--- config.mk ---
export PLATFORM = sky130hd
export DESIGN_NAME = serial_adder_ctrl
export DESIGN_NICKNAME = d
export VERILOG_FILES = /design/src/rtl/serial_adder_ctrl.sv
export SDC_FILE = /design/constraint.sdc
export NUM_CORES = 1
export LEC_CHECK = 0
export BUFFER_PORTS_ARGS = -buffer_cell sky130_fd_sc_hd__buf_2
export CAP_MARGIN = 20
export CORE_AREA = 2 2 73 75
export DETAILED_ROUTE_END_ITERATION = 7
export DIE_AREA = 0 0 75 77
export MAX_ROUTING_LAYER = met4
export PLACE_DENSITY = 0.53
export SLEW_MARGIN = 20
export SYNTH_ARGS = -nofsm -noshare
export SYNTH_HDL_FRONTEND = slang
export SYNTH_HIERARCHICAL = 1
export SYNTH_SLANG_ARGS = --single-unit
--- constraint.sdc ---
create_clock -name clk -period 2 [get_ports clk]
set_input_delay 0.3 -clock clk [delete_from_list [all_inputs] [get_ports clk]]
set_output_delay 0.3 -clock clk [all_outputs]
set_load 0.02 [all_outputs]
--- src/rtl/serial_adder_ctrl.sv ---
`default_nettype none
// ============================================================================
// Module   : serial_adder_ctrl (with helper cell full_adder)
// Brief    : Bit-serial WIDTH-bit adder, one full_adder cell reused per clock.
// Revision : 1.0
// ============================================================================

module full_adder (
  input  logic A,
  input  logic B,
  input  logic Cin,
  output logic S,
  output logic CarryOut
);
  assign S        = A ^ B ^ Cin;
  assign CarryOut = (A & B) | (Cin & (A ^ B));
endmodule

module serial_adder_ctrl #(
  parameter int WIDTH = 8
) (
  input  logic             clk,
  input  logic             rst,
  input  logic             Start,
  input  logic [WIDTH-1:0] A,
  input  logic [WIDTH-1:0] B,
  input  logic             Cin,
  output logic             Busy,
  output logic             Done,
  output logic [WIDTH-1:0] S,
  output logic             CarryOut
);
  localparam int CW = $clog2(WIDTH) + 1;
  localparam logic [CW-1:0] LAST = CW'(WIDTH - 1);

  typedef enum logic [1:0] {
    IDLE = 2'd0,
    RUN  = 2'd1,
    DONE = 2'd2
  } state_t;

  state_t           state;
  logic [WIDTH-1:0] op_a;
  logic [WIDTH-1:0] op_b;
  logic [WIDTH-1:0] acc;
  logic             carry;
  logic [CW-1:0]    cnt;

  logic             cell_s;
  logic             cell_co;
  logic [WIDTH-1:0] acc_next;

  full_adder u_cell (
    .A        (op_a[0]),
    .B        (op_b[0]),
    .Cin      (carry),
    .S        (cell_s),
    .CarryOut (cell_co)
  );

  // Sum bits enter at the MSB so that after WIDTH steps the LSB sits at bit 0.
  assign acc_next = (acc >> 1) | (WIDTH'(cell_s) << (WIDTH - 1));

  always_ff @(posedge clk) begin
    if (rst) begin
      state    <= IDLE;
      op_a     <= '0;
      op_b     <= '0;
      acc      <= '0;
      carry    <= 1'b0;
      cnt      <= '0;
      Busy     <= 1'b0;
      Done     <= 1'b0;
      S        <= '0;
      CarryOut <= 1'b0;
    end else begin
      case (state)
        IDLE: begin
          Done <= 1'b0;
          if (Start) begin
            op_a  <= A;
            op_b  <= B;
            carry <= Cin;
            cnt   <= '0;
            Busy  <= 1'b1;
            state <= RUN;
          end
        end
        RUN: begin
          op_a  <= op_a >> 1;
          op_b  <= op_b >> 1;
          acc   <= acc_next;
          carry <= cell_co;
          cnt   <= cnt + 1'b1;
          if (cnt == LAST) begin
            S        <= acc_next;
            CarryOut <= cell_co;
            Busy     <= 1'b0;
            Done     <= 1'b1;
            state    <= DONE;
          end
        end
        DONE: begin
          Done  <= 1'b0;
          state <= IDLE;
        end
        default: begin
          Busy  <= 1'b0;
          Done  <= 1'b0;
          state <= IDLE;
        end
      endcase
    end
  end

endmodule
`default_nettype wire

==> flow_summary.json, run 1 <==
{
  "status": "completed",
  "hold_viol_final": 0,
  "path_max_fanout": 29,
  "cts_buffers": 5,
  "syn_avg_cell_area_um2": 8.72,
  "via_count": 1396,
  "p_comb_share_pct": 12.8,
  "total_power_mw": 1.62,
  "drv_cap": 0,
  "diodes": 0,
  "synth_edf_count": 0,
  "nets": 247,
  "syn_area_mm2": 0.00169,
  "path_delay_family": "flip-flops",
  "critPathKind": "register to register",
  "synth-seq-cells": 41,
  "relSlewSlack_pct": 62.3,
  "syn_inst": 194,
  "rows": 26,
  "rr_worst_depth": 4,
  "grtUsageTotal_pct": 14.2,
  "arrival_ns": 1.70,
  "grt_pass1_wl_mm": 6.10,
  "drv_slew": 0,
  "r2r_slack_ns": 0.47,
  "post_dp_cell_area_mm2": 0.00193,
  "gp_congestion": 0.726,
  "holdPathEnd": "op_b[7]",
  "seqPwrFrac_pct": 55.4,
  "viasPerCell": 4.72,
  "grt_pass1_vias": 1326,
  "place_hpwl_mm": 2.41,
  "drive_gt1_share_pct": 20.8,
  "cts.reportedPaths.clkPinSlew_ns": 0.08,
  "cpPeakStageDelay_ns": 0.44,
  "routed_wl_mm": 3.66,
  "multi_input_area_um2": 767,
  "dieArea_mm2": 0.00578,
  "ctsHtreeMaxLevel": 2,
  "ys.warnings.count": 6,
  "swShare_pct": 26.3,
  "fin_skew_ns": 0.00969,
  "post_cts_resized": 0,
  "num_io_pins": 31,
  "synth_ff_type": "dfxtp_1",
  "clock-sinks": 41,
  "post-cts-setup-buffers": 0,
  "power.switching_mw": 0.425,
  "clockRootBuffer": "clkbuf_8",
  "worstReg2RegStart": "state[1]",
  "die_w_um": 75,
  "seq_area_um2": 821,
  "gr-total-overflow": 0,
  "rsz0062_at_grt": "no",
  "start_util_pct": 34.0,
  "final.setup.tns_ns": 0,
  "antenna_found_initial": 0,
  "first_pass_iters": 4,
  "detail-route-antenna-nets": 0,
  "area_growth_pct": 19.0,
  "min_path_type": "primary input to register",
  "period_share_pct": 76.6,
  "whs_path_depth": 2,
  "remaining_drc_errors": 0,
  "irDropWorstVdd_uv": 388,
  "cts_tree": "done",
  "synth-seq-area-share_pct": 48.5,
  "worstSetupStartpointType": "register",
  "crit_path_top_delay_cell": "dfxtp_1",
  "power.density_mw_per_mm2": 804,
  "hp-start": "B[7]",
  "die_y_um": 77,
  "ctsHoldBuffers": 0,
  "avgRoutedWirePerCell_um": 12.4,
  "min_period_ns": 1.53,
  "clockBufferDepth": 2,
  "drt_iter0_drc": 46,
  "internal-power_mw": 1.19,
  "grt_max_degree": 30,
  "required_ns": 2.17,
  "tightest_slew_ns": 0.563,
  "async_flop_share_pct": 0,
  "critical_path.cell_chain": "nand2b_1 -> buf_4 -> nor2_1 -> a221o_1",
  "setup_viol": 0,
  "port_buffers": 30,
  "path_buf_inv": 1,
  "fmax_mhz": 653,
  "r2r-end": "op_a[4]",
  "power_leakage_nw": 0.777,
  "design_area_mm2": 0.00201,
  "clock_latency_ns": 0.29,
  "syn_nets": 216,
  "pwr-share-clk_pct": 31.8,
  "crit_path_end_kind": "register",
  "synth_cell_type_count": 28,
  "fillers": 529,
  "core-area_mm2": 0.00498
}
## cell usage after synthesis, drive strengths merged (2+ instances only)
cell	count	area share, %
clkbuf	9	2.0
a31oi	2	0.74
nor2	21	4.7
a22o	3	1.6
a221o	5	3.0
inv	11	2.4
o22ai	2	0.74
nand3b	3	1.3
nand2b	4	1.5
buf	5	1.5
or3	10	3.7
a211oi	12	5.3
a21oi	16	4.7
dfxtp	41	49
o2bb2ai	8	4.1
o21ai	10	3.0
nand2	16	3.6
and2	5	1.8
nand3	2	0.59
## through the flow
stage | setup WS (ns) | hold WS [ns] | cells | util (%)
final | 0.468 | 0.221 | 296 | 40.4
after CTS | 0.471 | 0.211 | 296 | 40.4
after floorplan | 0.593 | 0.426 | 194 | -
after global placement | 0.527 | 0.447 | 288 | 38.8
after global routing | 0.373 | 0.197 | 296 | 40.4
after detailed placement | 0.501 | 0.446 | 288 | 38.8
## cell usage in the layout, fill, tap and decap left out, drive strengths merged, types with 6 or more instances in the layout
master   netlist  final
dfxtp         41     41
buf            5     38
nor2          21     21
a21oi         16     16
nand2         16     16
a211oi        12     12
inv           11     11
or3           10     10
o21ai         10     10
o2bb2ai        8      8
clkbuf         9      6
## registers in the layout, summed over array words and instances, names as in the netlist
name and flops:
S 8, op_a 8, op_b 8, acc 7, cnt 4, state 2
Busy 1, CarryOut 1, Done 1, carry 1
## kinds of logic after synthesis
kind of cell | after synthesis | share of synthesized area [%]
simple gates | 64 | 18.7
compound gates | 61 | 24.7
buf+inv | 26 | 6.14
flops | 41 | 48.5
fa+ha+maj | 2 | 1.92
## worst max-delay path by stage
stage / from / cells past startpoint / to
6_report: state[1] / 4 / op_a[4]
5_1_grt: state[0] / 4 / op_a[4]
4_1_cts: state[1] / 4 / op_a[4]
3_5_place_dp: state[1] / 4 / op_b[6]
3_3_place_gp: state[1] / 4 / op_b[6]
2_1_floorplan: op_a[0] / 4 / S[7]
## final cells by class
cell class | count | share of cell area, %
Tap cell | 70 | 4.35
Clock inverter | 2 | 0.497
Timing Repair Buffer | 38 | 10.4
Inverter | 12 | 2.24
Clock buffer | 6 | 3.60
Sequential cell | 41 | 40.8
Multi-Input combinational cell | 127 | 38.1
## metal layers
| metal | vias up | global-route usage (%) | part of all wire, % |
|---|---|---|---|
| met3 | 6 | 5.52 | 4.2 |
| met5 | - | - | 0 |
| met2 | 27 | 21.9 | 46 |
| met1 | 622 | 16.5 | 49 |
| met4 | 0 | 5.00 | 1.4 |
| li1 | 741 | - | - |
## power groups by stage
stage	Sequential [mW]	Combinational (mW)	Clock (mW)
2_1_floorplan	0.907	0.146	0
3_3_place_gp	0.914	0.206	0
3_5_place_dp	0.915	0.209	0
4_1_cts	0.897	0.209	0.539
5_1_grt	0.903	0.232	0.575
6_report	0.897	0.207	0.515
(Power assumes the default switching activity.)
==> run 2, diff against run 1 <==
==> constraint.sdc (replaced) <==
create_clock -name clk -period 1.5 [get_ports clk]
set_input_delay 0.225 -clock clk [delete_from_list [all_inputs] [get_ports clk]]
set_output_delay 0.225 -clock clk [all_outputs]
set_load 0.02 [all_outputs]
==> run 2 against run 1 <==
  * Worst hold slack worse by 0.079 ns
  * Worst setup slack worse by 0.41 ns
  * Routed wire length is 0.35% higher
  * Clock power is 80% higher
  * Sequential share of layout area is 1.5 points lower
  * Via count is 3.2% higher
==> flow_summary.json, run 2 (same netlist as run 1, synthesis figures left out) <==
{
  "path_delay_family": "adder cells",
  "status": "completed",
  "remaining_drc_errors": 0,
  "gr-total-overflow": 0,
  "crit_path_start": "op_b[0]",
  "nets": 253,
  "grtUsageTotal_pct": 14.1,
  "power.density_mw_per_mm2": 1150,
  "port_buffers": 30,
  "routed_wl_mm": 3.68,
  "rsz0062_at_grt": "no",
  "avgRoutedWirePerCell_um": 12.2,
  "crit_path_end_kind": "register",
  "layout_common_cells": "dfxtp_1, buf_2, nor2_1",
  "drive_gt1_share_pct": 24.1,
  "drv_slew": 0,
  "cp.depth": 4,
  "hp-start": "B[7]",
  "place_ws_ns": 0.0560,
  "grt_max_degree": 23,
  "final.setup.tns_ns": 0,
  "cts.reportedPaths.clkPinSlew_ns": 0.08,
  "tightest_slew_ns": 0.488,
  "rows": 26,
  "fmax_mhz": 692,
  "critical_path.cell_chain": "fa_1 -> inv_1 -> or3_1 -> a21oi_1",
  "r2r_slack_ns": 0.05,
  "arrival_ns": 1.67,
  "diodes": 0,
  "fin_util_pct": 42.2,
  "start_util_pct": 34.0,
  "path_max_fanout": 2,
  "crit_path_top_delay_cell": "fa_1",
  "cpPeakStageDelay_ns": 0.55,
  "worstReg2RegStart": "op_b[0]",
  "layout_setup_ws_ns": 0.0546,
  "core-area_mm2": 0.00498,
  "cts_buffers": 5,
  "drv_cap": 0,
  "viasPerCell": 4.77,
  "ctsHtreeMaxLevel": 2,
  "die_w_um": 75,
  "setup_viol": 0,
  "relSlewSlack_pct": 67.4,
  "period_share_pct": 96.4,
  "largestRegisters": "S: 8 flops, op_a: 8 flops, op_b: 8 flops",
  "num_io_pins": 31,
  "grt_pass1_wl_mm": 6.21,
  "path_buf_inv": 1,
  "worstSetupStartpointType": "register",
  "required_ns": 1.73,
  "min_path_type": "primary input to register",
  "detail-route-antenna-nets": 0,
  "antenna_found_initial": 0,
  "cts_tree": "done",
  "area_growth_pct": 24.0,
  "final_common_cell": "dfxtp_1",
  "crit_path_end": "S[7]",
  "grt_pass1_vias": 1369,
  "hold_viol_final": 0,
  "power_leakage_nw": 0.819,
  "fin_skew_ns": 0.00431,
  "fillers": 510,
  "gp_congestion": 0.748,
  "clockBufferDepth": 2,
  "via_count": 1440,
  "min_period_ns": 1.45,
  "clock-sinks": 41,
  "post-cts-setup-buffers": 0,
  "rr_worst_depth": 4,
  "dieArea_mm2": 0.00578,
  "r2r-end": "S[7]",
  "irDropWorstVdd_uv": 705,
  "critPathKind": "register to register",
  "die_y_um": 77,
  "clockRootBuffer": "clkbuf_8",
  "place_hpwl_mm": 2.51,
  "drt_iter0_drc": 53,
  "first_pass_iters": 4,
  "clock_latency_ns": 0.29
}
==> run 2: worst min-delay path by stage <==
| stage | endpoint | slack [ns] | cells after the start |
|---|---|---|---|
| 2_1_floorplan | op_a[7] | 0.35 | 1 |
| 3_3_place_gp | op_b[7] | 0.44 | 2 |
| 3_5_place_dp | op_b[7] | 0.44 | 2 |
| 4_1_cts | op_b[7] | 0.14 | 2 |
| 5_1_grt | op_b[7] | 0.15 | 2 |
| 6_report | op_b[7] | 0.14 | 2 |
==> run 2: cell type report <==
| class | instances | area (um2) | share of cell area (%) |
|---|---|---|---|
| clock inverters | 2 | 37.5 | 1.79 |
| multi-input cells | 127 | 767 | 36.6 |
| flip-flops and latches | 41 | 823 | 39.2 |
| inverters | 12 | 45.0 | 2.15 |
| repair buffers | 44 | 255 | 12.2 |
| clock buffers | 6 | 82.6 | 3.94 |
| well taps | 70 | 87.6 | 4.17 |
==> run 2: repair_timing <==
| action | 4_1_cts | 5_1_grt |
|---|---|---|
| endpoints found under the setup margin | 0 | 1 |
| hold buffers | 0 | 0 |
| resized for setup | 0 | 2 |
==> run 2: per-layer routing <==
layer | global-route usage [%] | part of all wire, % | vias to the layer above
li1 | - | - | 756
met1 | 17.5 | 50 | 657
met2 | 22.3 | 47 | 25
met3 | 3.15 | 3.4 | 2
met4 | 4.82 | 0.41 | 0
met5 | - | 0 | -
==> run 2: power breakdown <==
group | internal [mW] | total (mW) | switching (mW)
logic | 0.134 | 0.293 | 0.159
clock network | 0.541 | 0.929 | 0.388
registers | 1.15 | 1.19 | 0.0431
==> run 2: worst reg2reg max path, delay by kind of cell, from the launching register on <==
kind	cells	cell delay, ns
buf+inv	1	0.04
fa+ha+maj	1	0.55
compound gates	1	0.12
simple gates	1	0.35
flops	1	0.33
==> run 2: per-stage QoR <==
stage / hold WS, ns / instance area, um2 / cells / power, mW
after floorplan: 0.351 / 1690 / 194 / 1.40
after global placement: 0.440 / 1980 / 294 / 1.51
after detailed placement: 0.441 / 1980 / 294 / 1.51
after CTS: 0.137 / 2100 / 302 / 2.44
after global routing: 0.147 / 2100 / 302 / 2.53
final: 0.142 / 2100 / 302 / 2.42
==> run 3, diff against run 2 <==
--- a/config.mk
+++ b/config.mk
@@ -11,7 +11,7 @@
 export DETAILED_ROUTE_END_ITERATION = 7
 export DIE_AREA = 0 0 75 77
 export MAX_ROUTING_LAYER = met4
-export PLACE_DENSITY = 0.53
+export PLACE_DENSITY = 0.55
 export SLEW_MARGIN = 20
 export SYNTH_ARGS = -nofsm -noshare
 export SYNTH_HDL_FRONTEND = slang
==> constraint.sdc (replaced) <==
create_clock -name clk -period 1.2 [get_ports clk]
set_input_delay 0.18 -clock clk [delete_from_list [all_inputs] [get_ports clk]]
set_output_delay 0.18 -clock clk [all_outputs]
set_load 0.02 [all_outputs]
==> run 3 against run 2 <==
  * The run now ends with negative setup slack left
  * Highest routed layer unchanged
  * Sequential power up 25%
  * Cell count rose by 6.3%
  * Sequential share of layout area down 4.2 points
  * Design area grew 13%
  * Die area unchanged
  * Non-clock buffer count is 19 higher
  * Critical path type unchanged
  * Register-to-register slack got worse by 0.28 ns
  * Global-route usage up 0.97 points
  * Via count increased by 5.8%
  * Worst setup slack worse by 0.28 ns
  * Critical path depth unchanged
  * Largest cell class is now multi-input combinational cells
==> flow_summary.json, run 3 (same netlist as run 1, synthesis figures left out) <==
{
  "irDropWorstVdd_uv": 905,
  "remaining_drc_errors": 0,
  "grtUsageTotal_pct": 15.1,
  "largestRegisters": "S: 8 flops, op_a: 8 flops, op_b: 8 flops",
  "layout_setup_ws_ns": -0.223,
  "total_power_mw": 2.99,
  "routed_wl_mm": 3.97,
  "internal-power_mw": 2.23,
  "p_comb_share_pct": 17.1,
  "port_buffers": 30,
  "gp_congestion": 0.759,
  "drv_cap": 0,
  "ctsHoldBuffers": 0,
  "min_path_type": "primary input to register",
  "final_common_cell": "dfxtp_1",
  "fmax_mhz": 703,
  "rsz0062_at_grt": "yes",
  "clock_latency_ns": 0.29,
  "seqPwrFrac_pct": 49.9,
  "hp-start": "B[7]",
  "worstReg2RegStart": "carry",
  "power.density_mw_per_mm2": 1260,
  "hold_viol_final": 0,
  "area_growth_pct": 40.3,
  "rr_worst_depth": 4,
  "pwr-share-clk_pct": 33.0,
  "cts.reportedPaths.clkPinSlew_ns": 0.07,
  "dieArea_mm2": 0.00578,
  "cts_buffers": 5,
  "first_pass_iters": 4,
  "die_w_um": 75,
  "rows": 26,
  "drive_gt1_share_pct": 38.6,
  "grt_pass1_vias": 1474,
  "grt.busiest_layer": "met2",
  "fin_skew_ns": 0.00458,
  "tightest_slew_ns": 0.254,
  "relSlewSlack_pct": 83.1,
  "period_share_pct": 119,
  "min_period_ns": 1.42,
  "core-area_mm2": 0.00498,
  "design_area_mm2": 0.00237,
  "place_hpwl_mm": 2.70,
  "final.setup.tns_ns": -0.799,
  "power_leakage_nw": 0.948,
  "worstSetupStartpointType": "register",
  "whs_path_depth": 2,
  "drv_slew": 0,
  "gr-total-overflow": 0,
  "clock-sinks": 41,
  "status": "finished, violations left",
  "layout_common_cells": "dfxtp_1, buf_2, buf_4",
  "use_met3_pct": 3.55,
  "via_count": 1524,
  "avgRoutedWirePerCell_um": 12.4,
  "viasPerCell": 4.75,
  "arrival_ns": 1.65,
  "violations": "negative setup slack",
  "num_io_pins": 31,
  "swShare_pct": 25.7,
  "drt_iter0_drc": 54,
  "r2r-end": "S[7]",
  "detail-route-antenna-nets": 0,
  "diodes": 0,
  "holdPathEnd": "op_b[7]",
  "nets": 272,
  "die_y_um": 77,
  "critPathKind": "register to register",
  "antenna_found_initial": 0,
  "grt_pass1_wl_mm": 6.64,
  "clockRootBuffer": "clkbuf_8",
  "cts_tree": "done",
  "met2_usage_pct": 24.1,
  "r2r_slack_ns": -0.22,
  "power.switching_mw": 0.768,
  "required_ns": 1.43,
  "clockBufferDepth": 2,
  "grt_max_degree": 24,
  "start_util_pct": 34.0,
  "path_max_fanout": 2,
  "setup_viol": 13,
  "grtUsageMet1_pct": 18.4,
  "crit_path_end_kind": "register",
  "ctsHtreeMaxLevel": 2,
  "post_dp_cell_area_mm2": 0.00209
}
## run 3: cell types whose count changed in the layout (fill, tap and decap cells not counted), moves of 4 or more
cell,delta
o21ai_1,+7
o21ai_0,-8
buf_4,+8
dfxtp_1,-4
buf_6,+10
## run 3: worst max-delay path by stage
| stage | start | endpoint | slack, ns | cells past startpoint |
|---|---|---|---|---|
| floorplan | carry | S[7] | -0.20 | 4 |
| global placement | carry | S[7] | -0.22 | 4 |
| detailed placement | carry | S[7] | -0.23 | 4 |
| CTS | op_a[0] | S[7] | -0.20 | 4 |
| global route | carry | S[7] | -0.26 | 4 |
| finish | carry | S[7] | -0.22 | 4 |
## run 3: stage by stage
stage / util (%) / hold WS (ns) / setup slack, ns / instances
global placement: 42.0 / 0.396 / -0.218 / 307
floorplan: - / 0.306 / -0.199 / 194
global route: 47.7 / 0.114 / -0.260 / 321
CTS: 45.6 / 0.0960 / -0.200 / 318
finish: 47.7 / 0.103 / -0.223 / 321
detailed placement: 42.0 / 0.404 / -0.227 / 307
## run 3: area by class of cell
cell class | instances | area (um2)
clock buffer | 7 | 96.3
timing repair buffer | 63 | 443
fill | 482 | 2600
clock inverter | 1 | 5.00
tap | 70 | 87.6
inverter | 12 | 48.8
sequential | 41 | 831
multi-input combinational | 127 | 862
## run 3: power groups by stage
stage                     Sequential [mW]  Clock [mW]  Combinational (mW)
final                                1.49       0.988               0.512
after detailed placement             1.52           0               0.419
after floorplan                      1.52           0               0.244
after global placement               1.52           0               0.418
after global routing                 1.51        1.09               0.569
after CTS                            1.49        1.03               0.452
## run 3: timing repair
item,4_1_cts,5_1_grt
gates cloned,1,1
gates resized for setup,23,23
pin swaps,6,4
buffers inserted,2,2
endpoints found under the setup margin,32,35
## run 3: metal layers
layer / part of all wire, % / vias up
li1: - / 793
met1: 47 / 690
met2: 47 / 34
met3: 4.3 / 7
met4: 1.5 / 0
met5: 0 / -
## run 3: critical path: stages (launching register included)
cell and delay, ns:
dfxtp_2 0.34, fa_1 0.56, inv_1 0.04, or3_1 0.30, a21oi_1 0.12
